[src/rtl/evr_tod_event_sequencer.sv]
// Time-of-day event scheduler for the EVR event-code stream.
// Emits 0x7d followed by 32 seconds bits, MSB first, and shares the code slot with user events.
//
// state   | meaning
// S_IDLE  | no sequence in progress
// S_LATCH | 0x7d on the stream; bit 0 is due
// S_SHIFT | next seconds bit is due
// S_GAP   | spacing between bits
// S_LAST  | bit 31 on the stream
// S_DONE  | done pulse, still busy
module evr_tod_event_sequencer #(
    parameter int unsigned GAP_CYCLES = 4,
    parameter int unsigned MAX_DEFER  = 8
) (
    input  logic        clk_i,
    input  logic        rst_i,
    input  logic        enable_i,
    input  logic        pps_strobe_i,
    input  logic [31:0] seconds_i,
    input  logic        user_valid_i,
    input  logic [7:0]  user_code_i,
    output logic        user_ack_o,
    output logic        user_dropped_o,
    output logic [7:0]  event_o,
    output logic        busy_o,
    output logic        done_o,
    output logic        overrun_o,
    input  logic        overrun_clear_i
);
    localparam int unsigned GW = (GAP_CYCLES > 1) ? $clog2(GAP_CYCLES) : 1;
    localparam int unsigned DW = $clog2(MAX_DEFER + 1);

    typedef enum logic [2:0] {S_IDLE, S_LATCH, S_SHIFT, S_GAP, S_LAST, S_DONE} state_t;

    state_t          state_q, state_d;
    logic [31:0]     shift_q, shift_d;
    logic [4:0]      bit_cnt_q, bit_cnt_d;
    logic [GW-1:0]   gap_q, gap_d;
    logic [DW-1:0]   defer_q, defer_d;
    logic [7:0]      event_q, event_d;
    logic            dropped_q, dropped_d;
    logic            overrun_q, overrun_d;
    logic            start, bit_due, reserved, emit_bit, user_ack;

    always_ff @(posedge clk_i) begin
        if (rst_i) begin
            state_q   <= S_IDLE;
            shift_q   <= '0;
            bit_cnt_q <= '0;
            gap_q     <= '0;
            defer_q   <= '0;
            event_q   <= 8'h00;
            dropped_q <= 1'b0;
            overrun_q <= 1'b0;
        end else begin
            state_q   <= state_d;
            shift_q   <= shift_d;
            bit_cnt_q <= bit_cnt_d;
            gap_q     <= gap_d;
            defer_q   <= defer_d;
            event_q   <= event_d;
            dropped_q <= dropped_d;
            overrun_q <= overrun_d;
        end
    end

    always_comb begin
        state_d   = state_q;
        shift_d   = shift_q;
        bit_cnt_d = bit_cnt_q;
        gap_d     = gap_q;
        defer_d   = defer_q;
        event_d   = 8'h00;
        dropped_d = 1'b0;
        overrun_d = overrun_q & ~overrun_clear_i;
        emit_bit  = 1'b0;
        user_ack  = 1'b0;

        start    = pps_strobe_i & enable_i;
        bit_due  = (state_q == S_LATCH) || (state_q == S_SHIFT);
        reserved = (user_code_i == 8'h70) || (user_code_i == 8'h71) || (user_code_i == 8'h7d);

        case (state_q)
            S_LATCH: state_d = S_SHIFT;
            S_GAP: begin
                if (gap_q == '0) state_d = S_SHIFT;
                else             gap_d   = gap_q - GW'(1);
            end
            S_LAST:  state_d = S_DONE;
            S_DONE:  state_d = S_IDLE;
            default: ;
        endcase

        // Arbitration, highest priority first.
        if (start) begin
            event_d   = 8'h7d;
            state_d   = S_LATCH;
            shift_d   = seconds_i;
            bit_cnt_d = '0;
            defer_d   = '0;
            if (state_q != S_IDLE) overrun_d = 1'b1;
        end else if (bit_due && (defer_q == DW'(MAX_DEFER))) begin
            emit_bit = 1'b1;
        end else if (user_valid_i) begin
            user_ack = 1'b1;
            if (reserved) begin
                dropped_d = 1'b1;
                emit_bit  = bit_due;
            end else begin
                event_d = user_code_i;
                if (bit_due) defer_d = defer_q + DW'(1);
            end
        end else if (bit_due) begin
            emit_bit = 1'b1;
        end

        if (emit_bit) begin
            event_d   = {7'b0111000, shift_q[31]};
            shift_d   = {shift_q[30:0], 1'b0};
            bit_cnt_d = bit_cnt_q + 5'd1;
            defer_d   = '0;
            if (bit_cnt_q == 5'd31) begin
                state_d = S_LAST;
            end else if (GAP_CYCLES == 0) begin
                state_d = S_SHIFT;
            end else begin
                state_d = S_GAP;
                gap_d   = GW'(GAP_CYCLES - 1);
            end
        end
    end

    assign user_ack_o     = user_ack;
    assign user_dropped_o = dropped_q;
    assign event_o        = event_q;
    assign busy_o         = (state_q != S_IDLE);
    assign done_o         = (state_q == S_DONE);
    assign overrun_o      = overrun_q;
endmodule
[config.mk]
export PLATFORM = sky130hd
export DESIGN_NAME = evr_tod_event_sequencer
export DESIGN_NICKNAME = d
export VERILOG_FILES = /design/src/rtl/evr_tod_event_sequencer.sv
export SDC_FILE = /design/constraint.sdc
export NUM_CORES = 1
export LEC_CHECK = 0
export ABC_AREA = 1
export ABC_CLOCK_PERIOD_IN_PS = 3800
export BUFFER_PORTS_ARGS = -buffer_cell sky130_fd_sc_hd__clkbuf_2
export CORE_ASPECT_RATIO = 0.6
export CORE_MARGIN = 3
export CORE_UTILIZATION = 51
export DETAILED_ROUTE_END_ITERATION = 16
export GPL_TIMING_DRIVEN = 0
export PLACE_DENSITY = 0.74
export SETUP_SLACK_MARGIN = 0.02
export SYNTH_ARGS = -nofsm -noshare
export SYNTH_HDL_FRONTEND = slang
export SYNTH_SLANG_ARGS = --single-unit
[constraint.sdc]
create_clock -name clk_i -period 3.8 [get_ports clk_i]
set_input_delay 0.19 -clock clk_i [delete_from_list [all_inputs] [get_ports clk_i]]
set_output_delay 0.19 -clock clk_i [all_outputs]
set_load 0.02 [all_outputs]
==> metrics list, run 1 <==
- Fin Clk Skew: 0.00852 ns
* Data required time at the worst endpoint: 3.61 ns
- Number of cells on the worst hold path: 3
- Clock-pin slew was measured on the worst setup and hold paths at 0.10 ns.
* Static Leak: between 1.5 and 2 nW
- Pin placement for this block handled 59 I/O pins.
* Post-Syn Area: ~2800 um2
* ANT nets after route: 0
- By area the synthesized netlist is led by sky130_fd_sc_hd__dfxtp_1 40%, sky130_fd_sc_hd__nand2_1 16%, sky130_fd_sc_hd__nand3_1 12%.
- The routed design has 6000 um of wire.
- The later pin in the worst-skew pair is clocked with a latency of slightly above 0.3 ns.
- In the finished design, the share of the clock period the worst path needs comes to 47.1%.
- Buffers placed on the I/O ports in this run total 57.
* Most used flip-flop cell after synthesis: sky130_fd_sc_hd__dfxtp_1
- The number of pins exceeding their max-slew limit in the final report is 0.
* Routed wirelength normalized by instance count: 11.3 um
* Min-delay src: user_code_i[1]
- The clock net in this run drives a total of 56 sinks.
* Initial core utilization: between 50% and 60%
- The worst hold path terminates at event_o[1].
- The most common cell in the synthesized netlist is sky130_fd_sc_hd__nand2_1.
- Number of antenna violations at the first check in global routing: 0
* Critical Path Start Type: flop
- Critical path arrival: 1.60 ns
- Measured in cells, the most critical reg-to-reg path has a length of 10.
* Worst-case clock buffer depth: 2
- After detailed routing, the number of remaining DRC violations is 0.
- For this run, the top clock speed supported by timing is 0.558 GHz.
- Global-route wire length before repair: approximately 10000 um
- Worst-margin pin slew: 0.524 ns
* Net count after synthesis: 448
- Cells resized by post-CTS repair: 0
- Setup slack on the worst reg-to-reg path comes out at 2.14 ns.
* Most used standard cells in the synthesized netlist: 115 x sky130_fd_sc_hd__nand2_1, 64 x sky130_fd_sc_hd__nand3_1, 56 x sky130_fd_sc_hd__dfxtp_1
- Setup total negative slack on the finished layout was measured at 0 ns.
- Worst-case setup slack after placement: between 2 and 2.5 ns
- Endpoint kind of the worst setup timing path: output port
- The synthesized design devotes to its leading area cell type about 40% of total area.
- The core region is 5150 um2.
* Via count: 2564
- Via count normalized by instance count: 4.85
* Number of max-capacitance violations reported: 0
- Entering global routing, the biggest net connects 18 pins.
- The run finished with clean final reports.
- In this run the critical register-to-register path is launched from defer_q[0].
- Number of global-route vias before repair: around 2200
* Slew HR: 65.1%
- At the end of the flow, the number of nets in the layout was 512.
- Registers take 1120 um2.
* Number of flip-flops and latches in the synthesized netlist: 56
- Share of synthesized registers carrying an async set or reset: 0%
* Number of endpoints failing setup at the final stage: 0
- Die area: 6380 um2
- Die boundary width: about 100 um
* Total congestion overflow: 0
* Post-synth top area cell: sky130_fd_sc_hd__dfxtp_1
- For this design, the CTS-stage hold fixing added 0 buffers.
- Count of filler cells inserted in the layout: approximately 500
- Detailed Place HPWL: ~4500 um
- Row generation in the floorplan step produced 20 rows.
* Final weighted congestion of routability-driven global placement: 0.812
- Setup repair after global routing left no endpoint under its margin.
- The number of antenna diodes in the final layout is 0.
- TritonCTS built the clock tree.
- Number of flops mapped to enable cells by yosys: 0
- The clock tree synthesis step divided the H-tree into 2 levels.
* Share of post-route cells with drive strength above 1: about a quarter
* Number of synthesis warnings: 0
* Synthesis-to-finish area growth: 17.3%
- Total global routing track utilization: 19.3%
- Number of design-rule violations left by the first detailed-router iteration: 121
- CTS placed an instance of sky130_fd_sc_hd__clkbuf_8 at the clock tree root.
* Number of library cell types mapped by synthesis: 33
- Post-CTS Setup Repair Bufs: 0
- Reg-to-reg critical path endpoint: event_o[4]
- Power spread over the standard cell area amounts to 529 nW/um2.
* Peak supply drop: 0.418 mV
- Post-layout utilization of the core: 63.0%
- Synthesis produced a netlist whose cell count is 398.
- Hold violation total from the final report: 0
- Along the worst path, the maximum fanout reaches 3.
- The worst hold path belongs to the class input pin to flop.
- Type of the worst setup path: flop to output port
* Seq/Total Area, Yosys: around 40%
- Die H: approximately 63 um
- Worst Setup Slack, final: 2.01 ns
* Area occupied by multi-input gates: between 1000 and 1500 um2
- Shortest clock period the worst path allows after layout: ~1.8 ns
- In this run the mean area of a mapped cell was 6.96 um2.
- Before antenna repair, the detailed router went through 4 iterations.
* Post-layout power: 1.72 mW
* TritonCTS Buffers: 5
- Final Hold Slack: between 0.09 and 0.1 ns
[critical path, cell delays in order (launching register included)]
cell and delay (ns):
sky130_fd_sc_hd__dfxtp_1 0.34, sky130_fd_sc_hd__inv_1 0.09, sky130_fd_sc_hd__ha_1 0.14, sky130_fd_sc_hd__nand3_1 0.13, sky130_fd_sc_hd__or2_2 0.33, sky130_fd_sc_hd__nand2_1 0.08, sky130_fd_sc_hd__nor2_1 0.04, sky130_fd_sc_hd__clkbuf_2 0.14
[layout make-up]
class | instances | share of cell area (%)
plain buffers | 17 | 3.74
inverters | 57 | 6.78
clock buffers | 5 | 2.12
repair buffers | 57 | 8.78
clock inverters | 3 | 1.31
well taps | 66 | 2.54
flip-flops and latches | 56 | 34.5
multi-input cells | 268 | 40.2
[metal layers]
| metal | up-vias | wire, um | track usage (%) |
|---|---|---|---|
| met4 | 0 | 32 | 3.48 |
| met5 | - | 0 | 0 |
| met3 | 4 | 497 | 4.31 |
| met1 | 1120 | 3140 | 31.2 |
| met2 | 72 | 2330 | 25.7 |
| li1 | 1368 | - | - |
[state kept, by name (all words and copies together), names as in the netlist]
register        count
overrun_o           1
gap_q               2
shift_q            32
state_q             3
bit_cnt_q           5
user_dropped_o      1
event_o             8
defer_q             4
[where the power goes]
group / internal [mW] / switching (mW) / total [mW]
combinational: 0.223 / 0.402 / 0.625
clock: 0.195 / 0.195 / 0.390
sequential: 0.658 / 0.0442 / 0.702
[per-stage QoR]
stage	area, um2	std cells
after CTS	3250	529
after floorplan	2770	398
after global placement	3140	521
final	3250	529
after global routing	3250	529
after detailed placement	3140	521
[layout by cell type, fill, tap and decap left out]
cell,count
sky130_fd_sc_hd__nand2_1,115
sky130_fd_sc_hd__nand3_1,64
sky130_fd_sc_hd__clkbuf_2,57
sky130_fd_sc_hd__dfxtp_1,56
sky130_fd_sc_hd__inv_1,50
sky130_fd_sc_hd__nor2_1,21
sky130_fd_sc_hd__nand2_2,20
sky130_fd_sc_hd__a21oi_1,11
sky130_fd_sc_hd__o21ai_0,9
sky130_fd_sc_hd__nor3_1,5
sky130_fd_sc_hd__buf_2,5
sky130_fd_sc_hd__inv_2,5
sky130_fd_sc_hd__clkbuf_8,5
sky130_fd_sc_hd__clkbuf_1,4
sky130_fd_sc_hd__a31oi_1,4
sky130_fd_sc_hd__ha_1,4
sky130_fd_sc_hd__nand3_4,3
sky130_fd_sc_hd__buf_4,3
sky130_fd_sc_hd__clkinv_2,2
sky130_fd_sc_hd__buf_1,2
sky130_fd_sc_hd__buf_12,2
sky130_fd_sc_hd__and3_1,1
sky130_fd_sc_hd__nor2_2,1
sky130_fd_sc_hd__or2_2,1
sky130_fd_sc_hd__a21oi_2,1
sky130_fd_sc_hd__nand3_2,1
sky130_fd_sc_hd__nand2_4,1
sky130_fd_sc_hd__inv_6,1
sky130_fd_sc_hd__buf_6,1
sky130_fd_sc_hd__nand4_1,1
sky130_fd_sc_hd__nor3b_1,1
sky130_fd_sc_hd__nor4_1,1
sky130_fd_sc_hd__xor2_1,1
sky130_fd_sc_hd__nor3b_2,1
sky130_fd_sc_hd__a211oi_1,1
sky130_fd_sc_hd__bufinv_16,1
sky130_fd_sc_hd__clkinvlp_4,1
[cells by family after synthesis]
| kind of cell | Yosys count | synth area share [%] |
|---|---|---|
| simple gates | 237 | 39.9 |
| flops | 56 | 40.5 |
| xor+xnor | 1 | 0.316 |
| buf+inv | 74 | 12.3 |
| compound gates | 26 | 5.11 |
| fa+ha+maj | 4 | 1.81 |
[how the worst max path moves through the flow]
stage / start / to / slack, ns / depth (start not counted)
global placement: defer_q[0] / event_o[4] / 2.17 / 10
finish: defer_q[0] / user_ack_o / 2.01 / 7
CTS: defer_q[0] / user_ack_o / 2.00 / 7
floorplan: defer_q[0] / event_o[4] / 2.38 / 10
detailed placement: defer_q[0] / event_o[5] / 2.14 / 10
global route: defer_q[0] / user_ack_o / 1.90 / 7
(Power assumes the default switching activity.)
==> run 2, diff against run 1 <==
- ABC_CLOCK_PERIOD_IN_PS: 3800 -> 1800
- clock period: 3.8 -> 1.8 ns (I/O delays scaled with it)
==> metrics list, run 2 (synthesis gave the netlist of run 1 again) <==
- Number of cells on the worst hold path: 3 (unchanged)
* Class of the most critical hold timing path: input pin to flop (unchanged)
- The pin count of the biggest net entering global routing was 18 (unchanged).
- Total congestion overflow: 0 (unchanged)
* Residual DRC count: 0 (unchanged)
- Critical path arrival: 1.58 ns (was 1.60 ns)
- Total wire length: 6000 um (unchanged)
* Total iterations of the first detailed-routing run: 4 (unchanged)
- The final setup skew was 0.00956 ns (was 0.00852 ns).
* Worst R2R Path Depth: 10 (unchanged)
- Register Area: 1120 um2 (unchanged)
- The max-cap check violation count came to 0 (unchanged).
- Final max-slew violation count: 0 (unchanged)
* Shortest clock period the worst path allows after layout: 1.67 ns
- Area occupied by multi-input gates: 1310 um2 (about the same)
- The filler cell count is 491 (was 495).
- Unrepaired setup endpoints after global routing: no (unchanged).
* Cell Pwr Density: 1110 nW/um2 (was 529 nW/um2)
- Highest-count cells in the layout ignoring fill and taps: 115 x sky130_fd_sc_hd__nand2_1, 63 x sky130_fd_sc_hd__nand3_1, 57 x sky130_fd_sc_hd__clkbuf_2 (was 115 x sky130_fd_sc_hd__nand2_1, 64 x sky130_fd_sc_hd__nand3_1, 57 x sky130_fd_sc_hd__clkbuf_2)
- The cell total after placement was 521 (unchanged).
- The via total after detailed routing came to 2567 (was 2564).
* Number of endpoints failing setup at the final stage: 0 (unchanged)
- Static timing analysis puts the maximum clock frequency at between 0.5 and 0.6 GHz.
* Cell Rows: 20 (unchanged)
- The die height is 63.1 um (unchanged).
* Area after detailed placement: 3140 um2 (unchanged)
* Endpoint kind of the worst setup timing path: output port (unchanged)
- Maximum fanout along the worst path: 3 (unchanged)
- In the finished design, the share of the clock period the worst path needs comes to 92.8%.
* CTS root buf: sky130_fd_sc_hd__clkbuf_8 (unchanged)
- The proportion of power drawn by the clock network came to 22.7% (about the same).
- Clock slew at reported path FFs: 0.10 ns (about the same)
- The TritonCTS clock tree is done (unchanged).
- The routed wirelength normalized by instance count is 11.3 um (about the same).
- Number of nets in the layout: 513 (was 512)
- Total global routing track utilization: 19.3% (about the same)
* Number of I/O pins: 59 (unchanged)
* Initial core utilization: 53.7% (unchanged)
* Clock tree sinks: 56 (unchanged)
- Worst-case setup slack after placement: 0.142 ns (was 2.14 ns)
- The placed wire-length estimate came to 4530 um (unchanged).
- Flip-flop count of the largest register after layout: 32 (unchanged)
* Run status: complete, no violations (unchanged)
* Final TNS setup: 0 ns (unchanged)
- The most common library cell in the layout ignoring fill and taps is sky130_fd_sc_hd__nand2_1 (unchanged).
* Peak supply drop: 0.882 mV (was 0.418 mV)
* Core Region: 5150 um2 (unchanged)
- The maximum root-to-sink buffer count is 2 (unchanged).
* Critical Path Start Type: flop (unchanged)
- Worst Setup Slack, final: 0.130 ns (was 2.01 ns)
- The iteration-0 DRC count of the detailed router is 125 (was 121).
* Largest reg by FF count: shift_q (unchanged)
- The horizontal die dimension is 101 um (unchanged).
* Total of buffers placed on input and output ports: 57 (unchanged)
* Latest clock arrival within the worst-skew pair: 0.31 ns (about the same)
- Static Leak: 1.73 nW (about the same)
* Synthesis-to-finish area growth: 17.9% (was 17.3%)
- The internal cell power was 2.28 mW (was 1.08 mW).
- Via count normalized by instance count: 4.84 (was 4.85)
- Number of antenna violations at the first check in global routing: 0 (unchanged)
- Type of the worst setup path: flop to output port (unchanged)
- The required time of the critical path is 1.71 ns (was 3.61 ns).
- Post-layout utilization of the core: 63.3% (was 63.0%)
- The total power after layout was 3.63 mW (was 1.72 mW).
- Final Hold Slack: 0.0194 ns (was 0.0987 ns)
- The wire length of the first global-routing pass was 10000 um (about the same).
- The die area is 6380 um2 (unchanged).
- Slew HR: 65.2% (was 65.1%)
* Worst-margin pin slew: 0.523 ns (was 0.524 ns)
* Final Instance Count excl. Fillers: 530 (was 529)
- Number of global-route vias before repair: 2177 (was 2165)
- Number of diodes added for antenna fixing: 0 (unchanged)
- Share of post-route cells with drive strength above 1: 24.6% (was 24.2%)
- Part of the power in combinational logic: 36.5% (was 36.4%)
* ANT nets after route: 0 (unchanged)
- Switching Share: 37.4% (was 37.3%)
- The final standard cell area without fillers is 3270 um2 (was 3250 um2).
- The number of H-tree levels came to 2 (unchanged).
* Final weighted congestion of routability-driven global placement: 0.812 (unchanged)
- The number of endpoints with negative hold slack in the final report came to 0 (unchanged).
* Portion of total power attributed to sequential cells: 40.8% (was 40.9%)
- TritonCTS Buffers: 5 (unchanged)
- Switching component of the power: 1.36 mW (was 641 uW)
## run 2: cell count changes in the layout (fill, tap and decap cells not counted)
cell / before / now
sky130_fd_sc_hd__dlygate4sd3_1: 0 / 1
sky130_fd_sc_hd__nand3_1: 64 / 63
sky130_fd_sc_hd__nand3_2: 1 / 2
sky130_fd_sc_hd__nor2_1: 21 / 20
sky130_fd_sc_hd__nor2_2: 1 / 2
## run 2: worst max-delay path, cell delays in order (launching register included)
cell	delay, ns
sky130_fd_sc_hd__dfxtp_1	0.34
sky130_fd_sc_hd__inv_1	0.09
sky130_fd_sc_hd__ha_1	0.16
sky130_fd_sc_hd__nand3_2	0.10
sky130_fd_sc_hd__or2_2	0.31
sky130_fd_sc_hd__nand2_1	0.08
sky130_fd_sc_hd__nor2_1	0.04
sky130_fd_sc_hd__clkbuf_2	0.14
## run 2: power groups by stage
stage | registers, mW | clock network [mW] | logic, mW
floorplan | 1.53 | 0 | 0.975
global placement | 1.51 | 0 | 1.29
detailed placement | 1.51 | 0 | 1.31
CTS | 1.48 | 0.835 | 1.32
global route | 1.50 | 0.887 | 1.49
finish | 1.48 | 0.824 | 1.33
## run 2: final cells by class
cell class              count  share of cell area [%]
inverters                  57                    6.74
plain buffers              17                    3.72
flip-flops and latches     56                    34.3
multi-input cells         268                    40.2
clock buffers               5                    2.11
clock inverters             3                    1.30
repair buffers             58                    9.04
well taps                  66                    2.53
## run 2: what timing repair did
item                       CTS  global route
resized for setup            0             2
hold buffers                 1             0
hold endpoints to repair     1             0
buffers inserted             0             0
setup endpoints to repair    0             4
## run 2: per-layer routing
| metal | part of all wire [%] | track usage (%) |
|---|---|---|
| met1 | 53 | 31.2 |
| met5 | 0 | 0 |
| met3 | 7.4 | 4.31 |
| met2 | 39 | 25.9 |
| met4 | 0.73 | 3.48 |
## run 2: worst paths after layout
path | start | to | slack (ns)
worst max-delay path | defer_q[0] | user_ack_o | 0.13
worst min-delay path | user_code_i[0] | event_o[0] | 0.02
worst max register to register | defer_q[0] | state_q[2] | 0.25
worst min register to register | bit_cnt_q[4] | bit_cnt_q[4] | 0.47
==> run 3, diff against run 2 <==
- ABC_CLOCK_PERIOD_IN_PS: 1800 -> 2000
- PLACE_DENSITY: 0.74 -> 0.75
- clock period: 1.8 -> 2 ns (I/O delays scaled with it)
==> metrics list, run 3 (synthesis gave the netlist of run 1 again) <==
- Total of buffers placed on input and output ports: 57 (unchanged)
- The total number of placement rows was 20 (unchanged).
- Timing would allow up to just under 0.6 GHz.
- Worst R2R Path Depth: 10 (unchanged)
* Number of diodes added for antenna fixing: 0 (unchanged)
- Peak supply drop: 0.837 mV (was 0.882 mV)
- The pin count of the biggest net entering global routing is 18 (unchanged).
- The required time of the critical path was 1.90 ns (was 1.71 ns).
- The total power per unit cell area came to 981 nW/um2 (was 1110 nW/um2).
- The TritonCTS clock tree is done (unchanged).
- Synthesis-to-finish area growth: 16.8% (was 17.9%)
* Part of the power in the clock network: 20.8% (was 22.7%)
* Largest reg by FF count: shift_q (unchanged)
- Type of the worst setup path: flop to output port (unchanged)
- Residual DRC count: 0 (unchanged)
- Maximum fanout along the worst path: 3 (unchanged)
- Post-CTS Setup Repair Bufs: 0 (unchanged)
- Number of design-rule violations left by the first detailed-router iteration: 150 (was 125)
* Static Leak: 1.73 nW (about the same)
* Portion of total power attributed to sequential cells: 42.1% (was 40.8%)
- Flip-flop count of the largest register after layout: 32 (unchanged)
* Switching Share: 38.3% (was 37.4%)
- Total global routing track utilization: 19.2% (was 19.3%)
* Detailed Place HPWL: 4620 um (was 4530 um)
* Max H-tree Level: 2 (unchanged)
* Die area: 6380 um2 (unchanged)
- The floorplan core area is 5150 um2 (unchanged).
- The remaining global-route overflow came to 0 (unchanged).
- The effective utilization at floorplan is 53.7% (unchanged).
* Final TNS setup: 0 ns (unchanged)
- Die H: 63.1 um (unchanged)
- Clock tree sinks: 56 (unchanged)
- Final clock period utilization by the worst path: 85.8%
* Power Internal: 1.96 mW (was 2.28 mW)
* Number of endpoints failing setup at the final stage: 0 (unchanged)
- Unrepaired setup endpoints after global routing: no (unchanged).
* Switching component of the power: 1.21 mW (was 1.36 mW)
* Highest-count cells in the layout ignoring fill and taps: 115 x sky130_fd_sc_hd__nand2_1, 64 x sky130_fd_sc_hd__nand3_1, 57 x sky130_fd_sc_hd__clkbuf_2 (was 115 x sky130_fd_sc_hd__nand2_1, 63 x sky130_fd_sc_hd__nand3_1, 57 x sky130_fd_sc_hd__clkbuf_2)
- The arrival time reported for the critical path endpoint came to 1.62 ns (was 1.58 ns).
- The remaining antenna violation count after routing is 0 (unchanged).
* Share of post-route cells with drive strength above 1: 24.2% (was 24.6%)
- Area after detailed placement: 3140 um2 (unchanged)
- Worst-case clock buffer depth: 2 (unchanged)
* Final weighted congestion of routability-driven global placement: 0.845 (was 0.812)
- Worst-margin pin slew: 0.517 ns (was 0.523 ns)
- The part of the total power dissipated in combinational logic was 37.1% (was 36.5%).
- Total iterations of the first detailed-routing run: 5 (was 4)
- Number of nets in the layout: 512 (was 513)
- The horizontal die dimension is 101 um (unchanged).
* Slew HR: 65.6% (was 65.2%)
- The routed wirelength normalized by instance count was 11.6 um (was 11.3 um).
* Via count normalized by instance count: 4.88 (was 4.84)
* Layout Cell Area excl Fill: 3230 um2 (was 3270 um2)
* CTS root buf: sky130_fd_sc_hd__clkbuf_8 (unchanged)
* Post-layout utilization of the core: 62.7% (was 63.3%)
- The number of global-route vias before repair is 2105 (was 2177).
* Number of antenna violations at the first check in global routing: 0 (unchanged)
* Leading cell type in the layout, fill and taps excluded: sky130_fd_sc_hd__nand2_1 (unchanged)
- The number of endpoints with negative hold slack in the final report is 0 (unchanged).
- Number of max-capacitance violations reported: 0 (unchanged)
- The hold path depth was 3 (unchanged).
* Via count: 2584 (was 2567)
- Class of the most critical hold timing path: input pin to flop (unchanged)
* Latest clock arrival within the worst-skew pair: 0.31 ns (about the same)
- The routed design could run at a clock period as short as ~1.7 ns.
* Clock slew at reported path FFs: 0.10 ns (about the same)
* Hold-fix buffers, CTS: 0 (was 1)
- The number of pins exceeding their max-slew limit in the final report came to 0 (unchanged).
- The number of CTS-inserted buffers is 5 (unchanged).
- Run status: complete, no violations (unchanged).
- Critical Path Start Type: flop (unchanged)
- Number of I/O pins: 59 (unchanged)
* Endpoint kind of the worst setup timing path: output port (unchanged)
* Global-route wire length before repair: 9800 um (was 10000 um)
* Cells resized by post-CTS repair: 0 (unchanged)
* Total wire length: 6110 um (was 6000 um)
* Fin Clk Skew: 0.0108 ns (was 0.00956 ns)
-- run 3: cell types whose count changed in the layout (fill, tap and decap cells not counted), sizes merged --
cell | previous run | this run
clkinvlp | 1 | 0
inv | 56 | 57
bufinv | 1 | 0
clkbuf | 66 | 67
dlygate4sd3 | 1 | 0
-- run 3: worst paths after layout --
path / from / endpoint / slack, ns
worst max-delay path: defer_q[0] / user_ack_o / 0.28
worst min-delay path: user_code_i[1] / event_o[1] / 0.01
worst max register to register: defer_q[0] / event_o[4] / 0.29
worst min register to register: bit_cnt_q[4] / bit_cnt_q[4] / 0.47
-- run 3: area by class of cell --
cell class                      instances  area (um2)
Tap cell                               66        82.6
Timing Repair Buffer                   57         285
Sequential cell                        56        1120
Fill cell                             499        1920
Multi-Input combinational cell        268        1310
Clock inverter                          2        13.8
Buffer                                 17         121
Clock buffer                            6        82.6
Inverter                               57         220
-- run 3: power by group through the flow --
stage	logic, mW	registers, mW	clock network (mW)
2_1_floorplan	0.878	1.37	0
3_3_place_gp	1.16	1.35	0
3_5_place_dp	1.18	1.36	0
4_1_cts	1.18	1.34	0.685
5_1_grt	1.32	1.35	0.719
6_report	1.18	1.34	0.659
-- run 3: critical path, cell delays in order, from the launching register on --
cell                       delay, ns
sky130_fd_sc_hd__dfxtp_1        0.33
sky130_fd_sc_hd__inv_1          0.10
sky130_fd_sc_hd__ha_1           0.15
sky130_fd_sc_hd__nand3_1        0.13
sky130_fd_sc_hd__or2_2          0.34
sky130_fd_sc_hd__nand2_1        0.08
sky130_fd_sc_hd__nor2_1         0.04
sky130_fd_sc_hd__clkbuf_2       0.14
-- run 3: metal layers --
metal	wire, um	GRT usage, %	up-vias
li1	-	-	1368
met1	3040	28.5	1131
met2	2540	27.7	76
met3	449	3.98	9
met4	81	5.80	0
met5	0	0	-
-- run 3: per-stage QoR --
step | std cells | setup WS [ns] | hold slack [ns] | power, mW
3_3_place_gp | 521 | 0.364 | 0.346 | 2.51
2_1_floorplan | 398 | 0.578 | 0.240 | 2.25
6_report | 529 | 0.285 | 0.00966 | 3.17
4_1_cts | 529 | 0.271 | 0.00659 | 3.20
3_5_place_dp | 521 | 0.323 | 0.349 | 2.54
5_1_grt | 529 | 0.119 | 0.0129 | 3.39
